### src/rtl/conv_pkg.sv
// conv_pkg: shared defaults and helpers for the 5x5 convolution window feeder.
//   - DEF_* : default geometry (pixel width, filter size, feature-map size)
//   - conv_state_t : one-hot frame-sequencing states
//   - win_lsb() : bit offset of a (row, col) tap inside the packed window bus
package conv_pkg;

  localparam int DEF_DATA_WIDTH    = 12;
  localparam int DEF_FILTER_WIDTH  = 5;
  localparam int DEF_FILTER_HEIGHT = 5;
  localparam int DEF_INPUT_WIDTH   = 32;
  localparam int DEF_INPUT_HEIGTH  = 32;

  typedef enum logic [2:0] {
    S_FILL   = 3'b001,
    S_STREAM = 3'b010,
    S_LAST   = 3'b100
  } conv_state_t;

  // Unit k = fr*fw + fc + 1 sits at [k*dw-1 -: dw], so unit 1 (oldest
  // row, oldest column) is at the LSBs.
  function automatic int win_lsb(input int fr, input int fc, input int fw, input int dw);
    return (fr * fw + fc) * dw;
  endfunction

endpackage

### src/rtl/conv_line_buf.sv
// conv_line_buf: one feature-map row of delay.
//   clk  : clock
//   en   : shift enable (one accepted pixel)
//   din  : pixel entering the row
//   dout : pixel that entered DEPTH accepts ago (same column, previous row)
// Contents are never reset; stale data is flushed before any window uses it.
module conv_line_buf
  import conv_pkg::*;
#(
  parameter int DATA_WIDTH = DEF_DATA_WIDTH,
  parameter int DEPTH      = DEF_INPUT_WIDTH
) (
  input  logic                  clk,
  input  logic                  en,
  input  logic [DATA_WIDTH-1:0] din,
  output logic [DATA_WIDTH-1:0] dout
);

  logic [DEPTH-1:0][DATA_WIDTH-1:0] sr;

  assign dout = sr[DEPTH-1];

  always_ff @(posedge clk) begin
    if (en) sr <= {sr[DEPTH-2:0], din};
  end

endmodule

### src/rtl/conv_window_gen.sv
// conv_window_gen: raster-scan pixel stream in, every valid stride-1 5x5
// window out as a packed 25-unit bus (unit 1 = pixel (r-4,c-4), unit 25 =
// completing pixel (r,c), row-major), registered one cycle after the accept.
//   clk, rst_n            : clock, async active-low reset
//   pix_in/valid/ready    : pixel input handshake
//   win_out/valid/ready   : window output handshake (single register, no skid)
//   frame_done            : 1-cycle pulse after the last window of a frame is taken
//   win_count             : windows taken this frame (only with CONV_WIN_CNT_EN)
// Optional feature macro: CONV_WIN_CNT_EN.
module conv_window_gen
  import conv_pkg::*;
#(
  parameter int DATA_WIDTH    = DEF_DATA_WIDTH,
  parameter int FILTER_WIDTH  = DEF_FILTER_WIDTH,
  parameter int FILTER_HEIGHT = DEF_FILTER_HEIGHT,
  parameter int INPUT_WIDTH   = DEF_INPUT_WIDTH,
  parameter int INPUT_HEIGTH  = DEF_INPUT_HEIGTH,
  localparam int WIN_BITS     = FILTER_WIDTH * FILTER_HEIGHT * DATA_WIDTH
) (
  input  logic                         clk,
  input  logic                         rst_n,
  input  logic signed [DATA_WIDTH-1:0] pix_in,
  input  logic                         pix_valid,
  output logic                         pix_ready,
  output logic [WIN_BITS-1:0]          win_out,
  output logic                         win_valid,
  input  logic                         win_ready,
`ifdef CONV_WIN_CNT_EN
  output logic                         frame_done,
  output logic [$clog2((INPUT_WIDTH-FILTER_WIDTH+1)*(INPUT_HEIGTH-FILTER_HEIGHT+1)+1)-1:0] win_count
`else
  output logic                         frame_done
`endif
);

  localparam int CW = $clog2(INPUT_WIDTH);
  localparam int RW = $clog2(INPUT_HEIGTH);

  conv_state_t   state;
  logic [CW-1:0] col;
  logic [RW-1:0] row;
  logic          acc, hs, col_last, row_last, cmpl;

  // Output register is only overwritten when empty or being drained.
  assign pix_ready = !win_valid || win_ready;
  assign acc       = pix_valid && pix_ready;
  assign hs        = win_valid && win_ready;
  assign col_last  = (col == CW'(INPUT_WIDTH - 1));
  assign row_last  = (row == RW'(INPUT_HEIGTH - 1));
  assign cmpl      = acc && (row >= RW'(FILTER_HEIGHT - 1)) && (col >= CW'(FILTER_WIDTH - 1));

  // Line-buffer chain: lb_out[i] is pixel (r-1-i, c) while pixel (r, c) is on pix_in.
  logic [FILTER_HEIGHT-2:0][DATA_WIDTH-1:0] lb_out;
  // col_in[fr] is the new column entering window row fr (fr = FILTER_HEIGHT-1 newest).
  logic [FILTER_HEIGHT-1:0][DATA_WIDTH-1:0] col_in;

  assign col_in[FILTER_HEIGHT-1] = pix_in;

  for (genvar i = 0; i < FILTER_HEIGHT - 1; i++) begin : g_lb
    logic [DATA_WIDTH-1:0] din;
    if (i == 0) begin : g_head
      assign din = pix_in;
    end else begin : g_link
      assign din = lb_out[i-1];
    end
    conv_line_buf #(.DATA_WIDTH(DATA_WIDTH), .DEPTH(INPUT_WIDTH)) u_lb (
      .clk  (clk),
      .en   (acc),
      .din  (din),
      .dout (lb_out[i])
    );
    assign col_in[FILTER_HEIGHT-2-i] = lb_out[i];
  end

  // Only the newest FILTER_WIDTH-1 columns are kept; the window seen with
  // the completing pixel is those columns plus col_in.
  logic [FILTER_HEIGHT-1:0][FILTER_WIDTH-2:0][DATA_WIDTH-1:0] taps;
  logic [FILTER_HEIGHT-1:0][FILTER_WIDTH-1:0][DATA_WIDTH-1:0] nxt;
  logic [WIN_BITS-1:0]                                        win_nxt;

  for (genvar fr = 0; fr < FILTER_HEIGHT; fr++) begin : g_row
    for (genvar fc = 0; fc < FILTER_WIDTH; fc++) begin : g_col
      if (fc == FILTER_WIDTH - 1) begin : g_new
        assign nxt[fr][fc] = col_in[fr];
      end else begin : g_old
        assign nxt[fr][fc] = taps[fr][fc];
      end
      assign win_nxt[win_lsb(fr, fc, FILTER_WIDTH, DATA_WIDTH) +: DATA_WIDTH] = nxt[fr][fc];
    end
  end

  always_ff @(posedge clk) begin
    if (acc)
      for (int fr = 0; fr < FILTER_HEIGHT; fr++) taps[fr] <= nxt[fr][FILTER_WIDTH-1:1];
  end

  always_ff @(posedge clk or negedge rst_n) begin
    if (!rst_n) begin
      col        <= '0;
      row        <= '0;
      state      <= S_FILL;
      win_valid  <= 1'b0;
      win_out    <= '0;
      frame_done <= 1'b0;
    end else begin
      frame_done <= 1'b0;
      if (acc) begin
        col <= col_last ? '0 : col + 1'b1;
        if (col_last) row <= row_last ? '0 : row + 1'b1;
      end
      // A new window beats a simultaneous drain, so valid stays high.
      if (cmpl) begin
        win_out   <= win_nxt;
        win_valid <= 1'b1;
      end else if (hs) begin
        win_valid <= 1'b0;
      end
      unique case (state)
        S_FILL:   if (acc && col_last && row == RW'(FILTER_HEIGHT - 2)) state <= S_STREAM;
        S_STREAM: if (acc && col_last && row_last) state <= S_LAST;
        S_LAST: begin
          // Next-frame pixels may already be flowing; only the final
          // window's handshake ends the frame.
          if (hs) begin
            frame_done <= 1'b1;
            state      <= S_FILL;
          end
        end
        default:  state <= S_FILL;
      endcase
    end
  end

`ifdef CONV_WIN_CNT_EN
  // Holds the full-frame total during the frame_done cycle, then clears.
  always_ff @(posedge clk or negedge rst_n) begin
    if (!rst_n)          win_count <= '0;
    else if (frame_done) win_count <= {{($bits(win_count)-1){1'b0}}, hs};
    else if (hs)         win_count <= win_count + 1'b1;
  end
`endif

endmodule

### config.mk
export PLATFORM = sky130hd
export DESIGN_NAME = conv_window_gen
export DESIGN_NICKNAME = d
export VERILOG_FILES = /design/src/rtl/conv_pkg.sv /design/src/rtl/conv_line_buf.sv /design/src/rtl/conv_window_gen.sv
export SDC_FILE = /design/constraint.sdc
export NUM_CORES = 2
export LEC_CHECK = 0
export ABC_CLOCK_PERIOD_IN_PS = 59700
export CAP_MARGIN = 20
export CORE_ASPECT_RATIO = 0.6
export CORE_MARGIN = 2
export CORE_UTILIZATION = 45
export DETAILED_ROUTE_END_ITERATION = 8
export MAX_ROUTING_LAYER = met4
export PLACE_DENSITY = 0.73
export SYNTH_ARGS = -nofsm -noshare
export SYNTH_HDL_FRONTEND = slang
export SYNTH_SLANG_ARGS = --single-unit
export TNS_END_PERCENT = 10
### constraint.sdc
create_clock -name clk -period 59.7 [get_ports clk]
set_input_delay 8.955 -clock clk [delete_from_list [all_inputs] [get_ports clk]]
set_output_delay 8.955 -clock clk [all_outputs]
set_load 0.02 [all_outputs]
# Yosys cells after proc, flatten, opt, wreduce, memory -nomap -nowiden
# Index checks and enable logic that the tools add are counted.
# Widths: inputs -> output; s select.
# word_totals
register_bits,1899
latchBits,0
ramBits,0
mem_bits_ro,0
input_bits,16
out_inout_bits,303
wordCells,173
memories,0
# op_classes
add_sub_neg,2
mul,0
div_mod_pow,0
n_lt_le_gt_ge,2
n_eq_ne,9
n_shift,0
mux,10
n_bitwise,0
reduce_logical,12
# ops
cell,n
$add 5x1->5 const B,2
$eq 5x5->1 const B,2
$ge 5x3->1 const B,2
$mux 5,2
$mux 3,3
$pmux 3 s3,1
$logic_and 1x1->1,7
$ne 2x2->1 const B,3
$eq 5x2->1 const B,1
$mux 1,4
$eq 3x1->1 const B,1
$eq 3x2->1 const B,1
$eq 3x3->1 const B,1
$reduce_and 3->1,1
$reduce_and 2->1,1
$reduce_bool 2->1,1
$logic_not 1->1,1
$logic_or 1x1->1,1

# Longest topological paths before layout
# depth
word_depth,7
mapped_depth,6
depth_no_buf,6

# Cells and area by module
# From an unflattened synthesis, not the netlist that was laid out.
# unflattened
cells_unflattened,2539
area_unflattened_um2,67214.5
# modules_own_cells
mod,n_inst,cells_each,area_each_um2,seq_area_each_um2
conv_line_buf,4,396,11621.1,11531.1
conv_window_gen,1,955,20729.9,15090.7

# Worst setup path before layout
# Ideal clock, no wire load.
# synth_timing
kind,in2reg
from,input win_ready
to,register col[4]
setup_time_ps,202
arrival_ps,49378
t_required_ps,59498
path_slack_ps,10120
path_stages,4
n_path_buf,0
path_cell_list,nor2b_1 -> inv_1 -> and2_1 -> mux2_2
# synth_via
elab_chain_len,2
# synth_lines
element,line,source
from (decl),conv_window_gen.sv:27,"input logic win_ready,"
$logic_or 1x1->1,conv_window_gen.sv:45,assign pix_ready = !win_valid || win_ready;
$logic_and 1x1->1,conv_window_gen.sv:46,assign acc = pix_valid && pix_ready;
named net acc,conv_window_gen.sv:42,"logic acc, hs, col_last, row_last, cmpl;"
to (signal assigned),conv_window_gen.sv:108,col <= col_last ? '0 : col + 1'b1;
to (decl),conv_window_gen.sv:40,logic [CW-1:0] col;
# The timed path passes the listed nets, and every way through them passes these cells.
# A chain may end at the register's enable or synchronous reset.

# Final worst setup path
# layout_timing
from,input win_ready
to,output pix_ready
# layout_via
elab_chain_len,1
# layout_lines
element,line,source
$logic_or 1x1->1,conv_window_gen.sv:45,
to (decl),conv_window_gen.sv:24,"output logic pix_ready,"
# No other way between the ends.

==> summary.md <==
| Metric | Value |
|---|---|
| Syn Inst Count | `2299` |
| RSZ-0062 raised after global routing | `false` |
| GPL Wtd Cong | `0.7582` |
| Area added between synthesis and finish | `17.52%` |
| Post-synthesis sequential area ratio | `90.77%` |
| Crit-path most repeated cell | `clkdlybuf4s50_1` |
| Vias in the first global route | `21.90k` |
| WP data required | `50.75 ns` |
| Clock Tree Buf Depth | `3` |
| Setup violations, final | `0` |
| Tcrit/Tclk final | `33.17%` |
| Initial DRT Pass Iterations | `5` |
| F_max | `50.50 MHz` |
| Setup ws final | `39.90 ns` |
| Die ar. | `138800 µm²` |
| Hold-fix buffers at CTS | `0` |
| Status | `complete, no violations` |
| Slew Viols, Final | `0` |
| Worst Clk Skew | `0.05299 ns` |
| Die Height | `289.4 µm` |
| Drt first-iter violations | `1886` |
| Starting density of the core | `45.45%` |
| Crit-path leading delay family | `buffers and inverters` |
| Synth Net Count | `2321` |
| Setup TNS | `0 ns` |
| Count of different cell masters after synthesis | `35` |
| Critical hold path startpoint | `g_lb[0].u_lb.sr[347]` |
| Commonest cells post-synth | `1584 x edfxtp_1, 314 x dfrtp_1, 300 x mux2_4` |
| Postcts setup bufs | `0` |
| CP cell instances | `clkdlybuf4s50_1, nor2b_1, inv_1, clkdlybuf4s50_1` |
| Max stage delay on crit path | `0.74 ns` |
| Clk sink count | `1899` |
| Crit. End Element | `output pin` |
| CP Class | `in2out` |
| Root Buffer | `clkbuf_16` |
| Number of nets in the layout | `2793` |
| Hold WS | `0.3942 ns` |
| First-pass GRT wire length | `132000 µm` |
| Non-Filler Instances | `4714` |
| Avg Cell Area, Syn | `26.57 µm²` |
| Reg2reg start | `win_valid` |
| Core box area | `134400 µm²` |
| CP max-delay cell | `clkdlybuf4s50_1` |
| Most frequent cell after synthesis | `edfxtp_1` |
| Buffers on Ports | `318` |
| CTS H-tree depth | `4` |
| Final min period | `19.80 ns` |
| Max FO, Critical Path | `12` |
| Initial antenna violation count | `4` |
| Critical Path Start Type | `input pin` |
| Final wirelength | `86810 µm` |
| Worst Tran Pin Value | `1.248 ns` |
| EDFF count, synth | `1584` |
| Drt wl/cell | `18.42 µm` |
| Gr ovfl total | `0` |
| Yosys reg bits | `1899` |
| Pleak | `25.73 nW` |
| Worst-path clk slew | `0.07 ns` |
| Vias per cell | `4.692` |
| Critical Path Start | `win_ready` |
| HPWL reported at the end of detailed placement | `46490 µm` |
| Die W | `479.7 µm` |
| Crit path DAT | `10.85 ns` |
| Worst skew pair latency | `0.78 ns` |
| GRT Total Usage | `12.75%` |
| Share of flip-flops with an asynchronous set or reset | `16.59%` |
| Yosys top cell area share | `77.86%` |
| Worst hold path type | `reg2reg` |
| DRC Markers | `0` |
| Vias | `22.12k` |
| Maximum resistive drop on vdd | `0.02502 mV` |
| Post-synth top area cell | `edfxtp_1` |
| Synth Flop Type | `edfxtp_1` |
| Rel. slew slack | `16.83%` |
| Power Density | `42.34 nW/µm²` |
| Yosys warnings | `0` |
| Pre-CTS setup slack | `39.86 ns` |
| Layout cells sized above 1 | `19.92%` |
| Row count | `104` |
| Placed Cells | `4408` |
| Ports | `319` |
| Final Hold Viols | `0` |
| Post-CTS Resized | `0` |
| Top cells by area, synth | `edfxtp_1 78%, dfrtp_1 13%, mux2_4 7.4%` |
| CTS Buf Count | `162` |
| Largest net degree at the start of global routing | `220` |
| CP bufs+invs | `3` |
| Mapped Area | `61090 µm²` |
| Antenna Violating Nets Remaining | `0` |
| Number of max-cap violations | `0` |
| CTS tree | `done` |
[final timing paths]
path / cells after the start / slack, ns / to
worst max-delay path: 4 / 39.90 / pix_ready
worst min-delay path: 0 / 0.39 / g_lb[0].u_lb.sr[359]
worst max register to register: 7 / 53.97 / g_lb[1].u_lb.sr[124]
worst min register to register: 0 / 0.39 / g_lb[0].u_lb.sr[359]
max in group asynchronous: 3 / 49.36 / win_out[245]
min in group asynchronous: 1 / 8.16 / win_out[116]
[routing by layer]
| metal | GRT usage, % | part of all wire [%] | vias up |
|---|---|---|---|
| met2 | 16.59 | 42 | 434 |
| met5 | - | 0 | - |
| met1 | 19.07 | 50 | 11540 |
| met3 | 3.849 | 5.9 | 156 |
| met4 | 4.085 | 2.0 | 0 |
| li1 | - | - | 9988 |
[cell type report]
cell class / count / area (µm²)
Clock buffer: 213 / 4428
Antenna cell: 1 / 2.502
Sequential cell: 1899 / 55450
Clock inverter: 91 / 1237
Tap cell: 1802 / 2255
Timing Repair Buffer: 343 / 3446
Multi-Input combinational cell: 358 / 4943
Fill cell: 9953 / 62630
Inverter: 7 / 26.28
[placed cells by master (no fill, tap or decap), types with 4 or more instances in the layout]
cell             Yosys  layout
o21ai_0              4       4
dfrtp_1            314     314
clkinv_16            0       8
clkbuf_16            0     164
ha_1                 6       6
buf_4                0      20
nor2_1               5       5
clkbuf_1             0      35
clkbuf_8             0      14
bufinv_16            0      20
mux2_4             300     300
buf_12              33       4
clkinvlp_4           0       7
inv_1                7       7
clkinv_1             0      22
clkinv_2             0      23
clkdlybuf4s50_1      0     317
and3_1               4       4
nand2_1              4       4
edfxtp_1          1584    1584
[through the flow]
step / total power, mW / instance area (µm²) / utilization [%]
floorplan: 1.956 / 61090 / -
global placement: 1.972 / 66090 / 49.17
detailed placement: 1.979 / 66090 / 49.17
CTS: 3.082 / 71760 / 53.38
global route: 3.159 / 71790 / 53.41
finish: 3.040 / 71790 / 53.41
[where the power goes]
part	total, mW	internal (mW)	switching (mW)
Clock	1.09	0.619	0.469
Combinational	0.315	0.157	0.157
Sequential	1.64	1.58	0.0575
Total	3.04	2.36	0.684
[registers in the layout, summed over array words and instances, names as in the netlist]
name	cells
g_lb.u_lb.sr	1440
win_out	300
nxt	96
g_lb.u_lb.dout	48
col	5
row	5
state	3
frame_done	1
win_valid	1
[logic make-up (layout without fill, tap and decap cells)]
family,Yosys count,in the layout,synth area share (%)
compound gates,15,15,0.1803
mux,303,303,7.427
fa+ha+maj,6,6,0.1229
other cells,0,1,0
flops,1899,1899,90.77
buf+inv,42,654,1.141
simple gates,34,34,0.3584
Power figures use the tool's default switching activity.
